`src/rtl/arbiter4.sv`:
```
// Four-way round-robin arbiter with registered one-hot grant, encoded owner index,
// hold-limit revocation and a fixed RELEASE gap between owners.
module arbiter4 #(
  parameter int unsigned MAX_HOLD = 15
) (
  input  logic clk,
  input  logic resetn,
  input  logic req0,
  input  logic req1,
  input  logic req2,
  input  logic req3,
  input  logic done,
  output logic grant0,
  output logic grant1,
  output logic grant2,
  output logic grant3,
  output logic address0,
  output logic address1,
  output logic enable,
  output logic busy,
  output logic timeout
);

  localparam int unsigned CNT_W = 8;
  localparam logic [CNT_W-1:0] HOLD_LIM = CNT_W'(MAX_HOLD);

  typedef enum logic [1:0] {
    S_IDLE    = 2'd0,
    S_GRANT   = 2'd1,
    S_RELEASE = 2'd2
  } state_t;

  state_t           r_state, w_state_nxt;
  logic [1:0]       r_ptr, w_ptr_nxt;
  logic [1:0]       r_addr, w_addr_nxt;
  logic [CNT_W-1:0] r_count, w_count_nxt;
  logic [3:0]       r_grant, w_grant_nxt;
  logic             r_enable, w_enable_nxt;
  logic             r_busy, w_busy_nxt;
  logic             r_timeout, w_timeout_nxt;

  logic [3:0] w_req;
  logic [1:0] w_idx;
  logic [1:0] w_winner;
  logic       w_any;
  logic       w_own_req;
  logic       w_hold_max;
  logic       w_release;

  assign w_req      = {req3, req2, req1, req0};
  assign w_own_req  = w_req[r_addr];
  assign w_hold_max = (r_count == HOLD_LIM);
  assign w_release  = done | ~w_own_req | w_hold_max;

  // Rotating priority: scan from ptr back to ptr+1 so the nearest index after ptr wins last.
  always_comb begin
    w_winner = r_ptr;
    w_any    = 1'b0;
    w_idx    = r_ptr;
    for (int k = 4; k >= 1; k--) begin
      w_idx = r_ptr + 2'(k);
      if (w_req[w_idx]) begin
        w_winner = w_idx;
        w_any    = 1'b1;
      end
    end
  end

  // Next-state and registered-output values
  always_comb begin
    w_state_nxt   = r_state;
    w_ptr_nxt     = r_ptr;
    w_addr_nxt    = r_addr;
    w_count_nxt   = r_count;
    w_enable_nxt  = 1'b0;
    w_busy_nxt    = 1'b0;
    w_timeout_nxt = 1'b0;
    case (r_state)
      S_IDLE: begin
        if (w_any) begin
          w_state_nxt  = S_GRANT;
          w_ptr_nxt    = w_winner;
          w_addr_nxt   = w_winner;
          w_count_nxt  = CNT_W'(1);
          w_enable_nxt = 1'b1;
          w_busy_nxt   = 1'b1;
        end
      end
      S_GRANT: begin
        w_busy_nxt = 1'b1;
        if (w_release) begin
          w_state_nxt   = S_RELEASE;
          w_timeout_nxt = w_hold_max & ~done & w_own_req;
        end else begin
          w_enable_nxt = 1'b1;
          if (r_count != {CNT_W{1'b1}}) begin
            w_count_nxt = r_count + CNT_W'(1);
          end
        end
      end
      S_RELEASE: w_state_nxt = S_IDLE;
      default:   w_state_nxt = S_IDLE;
    endcase
    w_grant_nxt = w_enable_nxt ? (4'b0001 << w_addr_nxt) : 4'b0000;
  end

  always_ff @(posedge clk or negedge resetn) begin
    if (!resetn) begin
      r_state   <= S_IDLE;
      r_ptr     <= 2'd3;
      r_addr    <= 2'd0;
      r_count   <= '0;
      r_grant   <= 4'b0000;
      r_enable  <= 1'b0;
      r_busy    <= 1'b0;
      r_timeout <= 1'b0;
    end else begin
      r_state   <= w_state_nxt;
      r_ptr     <= w_ptr_nxt;
      r_addr    <= w_addr_nxt;
      r_count   <= w_count_nxt;
      r_grant   <= w_grant_nxt;
      r_enable  <= w_enable_nxt;
      r_busy    <= w_busy_nxt;
      r_timeout <= w_timeout_nxt;
    end
  end

  assign grant0   = r_grant[0];
  assign grant1   = r_grant[1];
  assign grant2   = r_grant[2];
  assign grant3   = r_grant[3];
  assign address0 = r_addr[0];
  assign address1 = r_addr[1];
  assign enable   = r_enable;
  assign busy     = r_busy;
  assign timeout  = r_timeout;

endmodule

```
`config.mk`:
```
export PLATFORM = sky130hd
export DESIGN_NAME = arbiter4
export DESIGN_NICKNAME = d
export VERILOG_FILES = /design/src/rtl/arbiter4.sv
export SDC_FILE = /design/constraint.sdc
export NUM_CORES = 1
export LEC_CHECK = 0
export CORE_MARGIN = 4
export CORE_UTILIZATION = 48
export DETAILED_ROUTE_END_ITERATION = 16
export PLACE_DENSITY = 0.77
export SYNTH_ARGS = -nofsm -noshare
export SYNTH_HDL_FRONTEND = slang
export SYNTH_SLANG_ARGS = --single-unit
```
`constraint.sdc`:
```
create_clock -name clk -period 2.4 [get_ports clk]
set_clock_uncertainty 0.1 [all_clocks]
set_input_delay 0.48 -clock clk [delete_from_list [all_inputs] [get_ports clk]]
set_output_delay 0.48 -clock clk [all_outputs]
set_load 0.05 [all_outputs]
```
---- Word-level counts from Yosys, hierarchy flattened ----
Index checks and enable logic that the tools add are counted.
storage, ports and cells
  register bits ........................... 21
  bits of input ports ..................... 7
  output and inout bits ................... 9
cells by class
  add/sub/neg operators ................... 4
  order comparisons ....................... 5
  eq/ne operators ......................... 7
  shift operators ......................... 1
  multiplexer cells ....................... 33
  bitwise operators ....................... 6
  reduce and logical (&&, ||, !) cells .... 5
operators with widths
  kind                   number
  $mux W8                3
  $pmux W8 S2            1
  $lt A2 B3 Y1 const B   5
  $mux W2                7
  $mux W1                13
  $bmux W1 S2            5
  $add A8 B1 Y8 const B  1
  $eq A8 B4 Y1 const B   1
  $ne A2 B2 Y1 const B   4
  $ne A8 B8 Y1 const B   1
  $add A2 B2 Y2 const B  2
  $mux W4                1
  $pmux W1 S2            2
  $pmux W2 S2            1
  $reduce_and A2 Y1      2
  $reduce_and A4 Y1      1
  $shl A1 B2 Y4 const A  1
  $add A2 B1 Y2 const B  1
  $and A1 B1 Y1          2
  $eq A2 B1 Y1 const B   1
  $logic_not A2 Y1       1
  $not A1 Y1             2
  $or A1 B1 Y1           2
  $reduce_bool A2 Y1     1

---- Depth between registers and ports, before layout ----
  word-level depth ........................ 10
  gate-level depth with buffers ........... 7
  gate-level depth less buffers ........... 6

---- Worst setup path after synthesis ----
Ideal clock, no wire load.
  path kind ............................... register to register
  from .................................... register r_addr[1]
  to ...................................... register r_count[5]
  arrival time ............................ 1871 ps
  required time ........................... 2221 ps
  slack ................................... 350 ps
  stages on the path, launching flop included .. 6
  buffers on the path ..................... 0
  clock period less this slack ............ 2050 ps
  cell sequence ........................... dfrtp_1 or2b_1 o22ai_4 a21boi_2 or4_1 a21oi_1
on the way
  cells in the longest elaborated chain, start to end .. 7
ends and longest elaborated chain
  what                           RTL line  source
  from (decl)                    35        logic [1:0] r_addr, w_addr_nxt;
  from (signal assigned)         120       r_addr <= w_addr_nxt;
  $bmux W1 S2                    51        assign w_own_req = w_req[r_addr];
  $mux W1 (not written as such)  51
  $not A1 Y1                     53        assign w_release = done | ~w_own_req | w_hold_max;
  $or A1 B1 Y1 (2 in a row)      53
  $ne A2 B2 Y1 (no line)         n/a
  $reduce_and A4 Y1 (no line)    n/a
  to (signal assigned)           121       r_count <= w_count_nxt;
  to (decl)                      36        logic [CNT_W-1:0] r_count, w_count_nxt;
Every way passes these cells. The select of a mux whose other input is x is not followed.
A chain may end at the register's enable or synchronous reset.

---- Final worst setup path ----
  from .................................... register r_addr[0]
  to ...................................... output address0
RTL lines
  what       RTL line  source
  to (decl)  17        output logic address0,
No word-level cell between the ends.

==> impl_metrics.py <==
metrics = {
    "setup_path": {
        "crit_family": "buffers and inverters",
        "cp_slowest_stage_delay_ns": 0.83,
        "reg2reg_to": "r_count[5]",
        "crit_chain": "clkdlybuf4s50_1",
        "crit_slowest_cell": "clkdlybuf4s50_1",
        "cp_max_fo": 4,
        "start_kind": "register",
        "r2r_start": "r_count[0]",
        "endpoint_kind": "output pin",
        "crit_arrival_ns": 1.57,
        "crit_type": "register to output pin",
        "cp.required_ns": 1.82,
        "rr_worst_depth": 6,
        "reg2reg_slack_ns": 0.31,
        "path_buf_inv": 1,
    },
    "clock_network": {
        "h-tree-depth": 1,
        "cts_root_buffer": "clkbuf_4",
        "cts.sinks": 21,
        "cts_buffer_depth": 2,
        "cts_hold_buf": 0,
        "cts_tree": "yes",
        "post-cts-setup-buffers": 0,
        "post_cts_resize_count": 0,
        "clock_latency_ns": 0.31,
        "clk_pin_slew_ns": 0.11,
        "numCtsBuffers": 3,
    },
    "power": {
        "leakagePower_nw": 0.5733,
        "finalPower_mw": 1.685,
        "powerDensity_mw_per_mm2": 1265,
        "vdd_drop_max_mv": 0.8672,
    },
    "global_route": {
        "grt_max_degree": 22,
        "grt_pass1_wl_um": 3960,
        "grtUsageTotal_pct": 15.77,
        "grt-ovfl-total": 0,
        "grt_pass1_vias": 914,
        "antenna_found_initial": 0,
    },
    "run_status": {
        "outcome": "finished clean",
    },
    "sta": {
        "period_needed_ns": 2.146,
        "fin_crit_sh_pct": 89.41,
        "whs_ns": 0.3893,
        "fin_ws_ns": 0.2542,
        "hold_viol_final": 0,
        "max_freq_mhz": 466.0,
        "setup_viol_count_final": 0,
        "slew_headroom_pct": 66.27,
        "tightestPinTransition_ns": 0.5043,
        "rsz0062_at_grt": "no",
        "tns_ns": 0,
        "finalMaxSlewViolations": 0,
    },
    "drt": {
        "antenna_left": 0,
        "num_vias": 899,
        "wl_per_cell_um": 14.46,
        "routed_wl_um": 2242,
        "drc": 0,
        "drtIter0Drc": 15,
        "dr.pass1.iters": 4,
        "routed_via_density": 5.800,
    },
    "logic_synthesis": {
        "syn_area_per_cell_sq_um": 10.50,
        "synth_area_leaders": "dfrtp_1, dfstp_2, and3_1",
        "yosysTopAreaCellShare_pct": 43.98,
        "ys_seq_elements": 21,
        "synth_cell_types": 41,
        "yosys_warnings": 0,
        "syn_nets": 111,
        "ys_seq_area_share_pct": 48.84,
        "synth_cells": 103,
        "synth_top_area_cell": "dfrtp_1",
        "synth_area_sq_mm": 0.001081,
    },
    "floorplan": {
        "fp.dieW_um": 55.46,
        "core_sq_mm": 0.002042,
        "start_util_pct": 52.94,
        "dieArea_sq_mm": 0.003075,
        "rows": 16,
        "io_pins": 16,
        "fp.dieH_um": 55.46,
    },
    "cells_and_area": {
        "syn2layout_area_growth_pct": 23.26,
        "fillers": 182,
        "stdcell_count": 155,
        "finalNetCount": 137,
        "diodes": 0,
        "multi_input_area_sq_um": 515.5,
        "postLayoutCoreUtil_pct": 65.26,
        "stdcell_area_sq_mm": 0.001333,
        "drive_gt1_share_pct": 18.75,
        "register_area_sq_um": 528.0,
    },
    "placed_design": {
        "placed_cell_area_sq_mm": 0.001306,
        "globalplace.congestion": 0.8462,
        "pre_cts_ws_ns": -0.02905,
        "io_buffer_count": 15,
        "dpl.hpwl_um": 1707,
        "placedCellCount": 151,
    },
    "flow_run": {
        "drv_cap": 0,
    },
    "hold_path": {
        "hold_path.class": "primary input to asynchronous set/reset pin",
    },
}
cells in the mapped netlist, drive strengths merged:
master   n
dfrtp   19
a21oi    7
nand2    7
nand3    7
and3     6
nor2     5
o21ai    5
o31ai    4
or2      4
or4      4
buf      3
inv      3
mux2i    3
a21boi   2
a31o     2
dfstp    2
nor4     2
o41ai    2
or3      2
a211oi   1
a22o     1
a22oi    1
and2b    1
and3b    1
ha       1
nand4    1
nor3     1
nor3b    1
o211ai   1
o21a     1
o21bai   1
o22ai    1
or2b     1
how the worst max path moves through the flow:
stage / cells past startpoint / start / to / slack [ns]
after detailed placement: 6 / req2 / r_count[5] / -0.03
after floorplan: 5 / r_addr[1] / r_count[5] / 0.35
after global routing: 6 / r_count[4] / r_count[2] / 0.14
after global placement: 6 / req2 / r_count[6] / 0.07
after CTS: 1 / r_addr[0] / address0 / 0.24
final: 1 / r_addr[0] / address0 / 0.25
state kept, by name (all words and copies together), names as in the netlist:
register  cells
r_count       8
r_grant       4
enable        1
r_state       2
r_ptr         2
timeout       1
busy          1
r_addr        2
area by class of cell:
cell class | instances | area share, %
sequential | 21 | 39.62
timing repair buffer | 24 | 16.34
multi-input combinational | 76 | 38.69
tap | 27 | 2.535
clock buffer | 4 | 1.972
inverter | 3 | 0.8451
where the power goes:
part	internal [mW]	switching [mW]
registers	0.481	0.0843
logic	0.388	0.564
clock network	0.0649	0.102
routing by layer:
layer | track usage (%) | share of wire [%]
met2 | 26.18 | 51
met1 | 19.50 | 43
met5 | 0 | 0
met4 | 5.208 | 1.0
met3 | 4.662 | 5.3
kinds of logic (layout without fill, tap and decap cells):
logic type	after synthesis	after routing	share of synthesized area, %
AOI/OAI and AO/OA	29	29	20.49
and+or+nand+nor	43	43	23.27
muxes	3	3	2.778
DFF	21	21	48.84
adders and majority gates	1	1	1.157
buffers and inverters	6	31	3.472
layout by cell type, fill, tap and decap left out, types with 2 or more instances in the layout:
cell type	count
clkbuf_4	3
a21oi_1	7
buf_4	9
inv_1	3
clkdlybuf4s50_1	15
or4_1	4
a31o_2	2
o31ai_1	4
o21ai_0	4
or2_1	2
nand2_1	6
dfstp_2	2
dfrtp_1	19
mux2i_1	3
nand3_1	7
and3_1	6
nor2_1	5
or3_1	2
No activity file was read; power rests on OpenSTA's default activity.
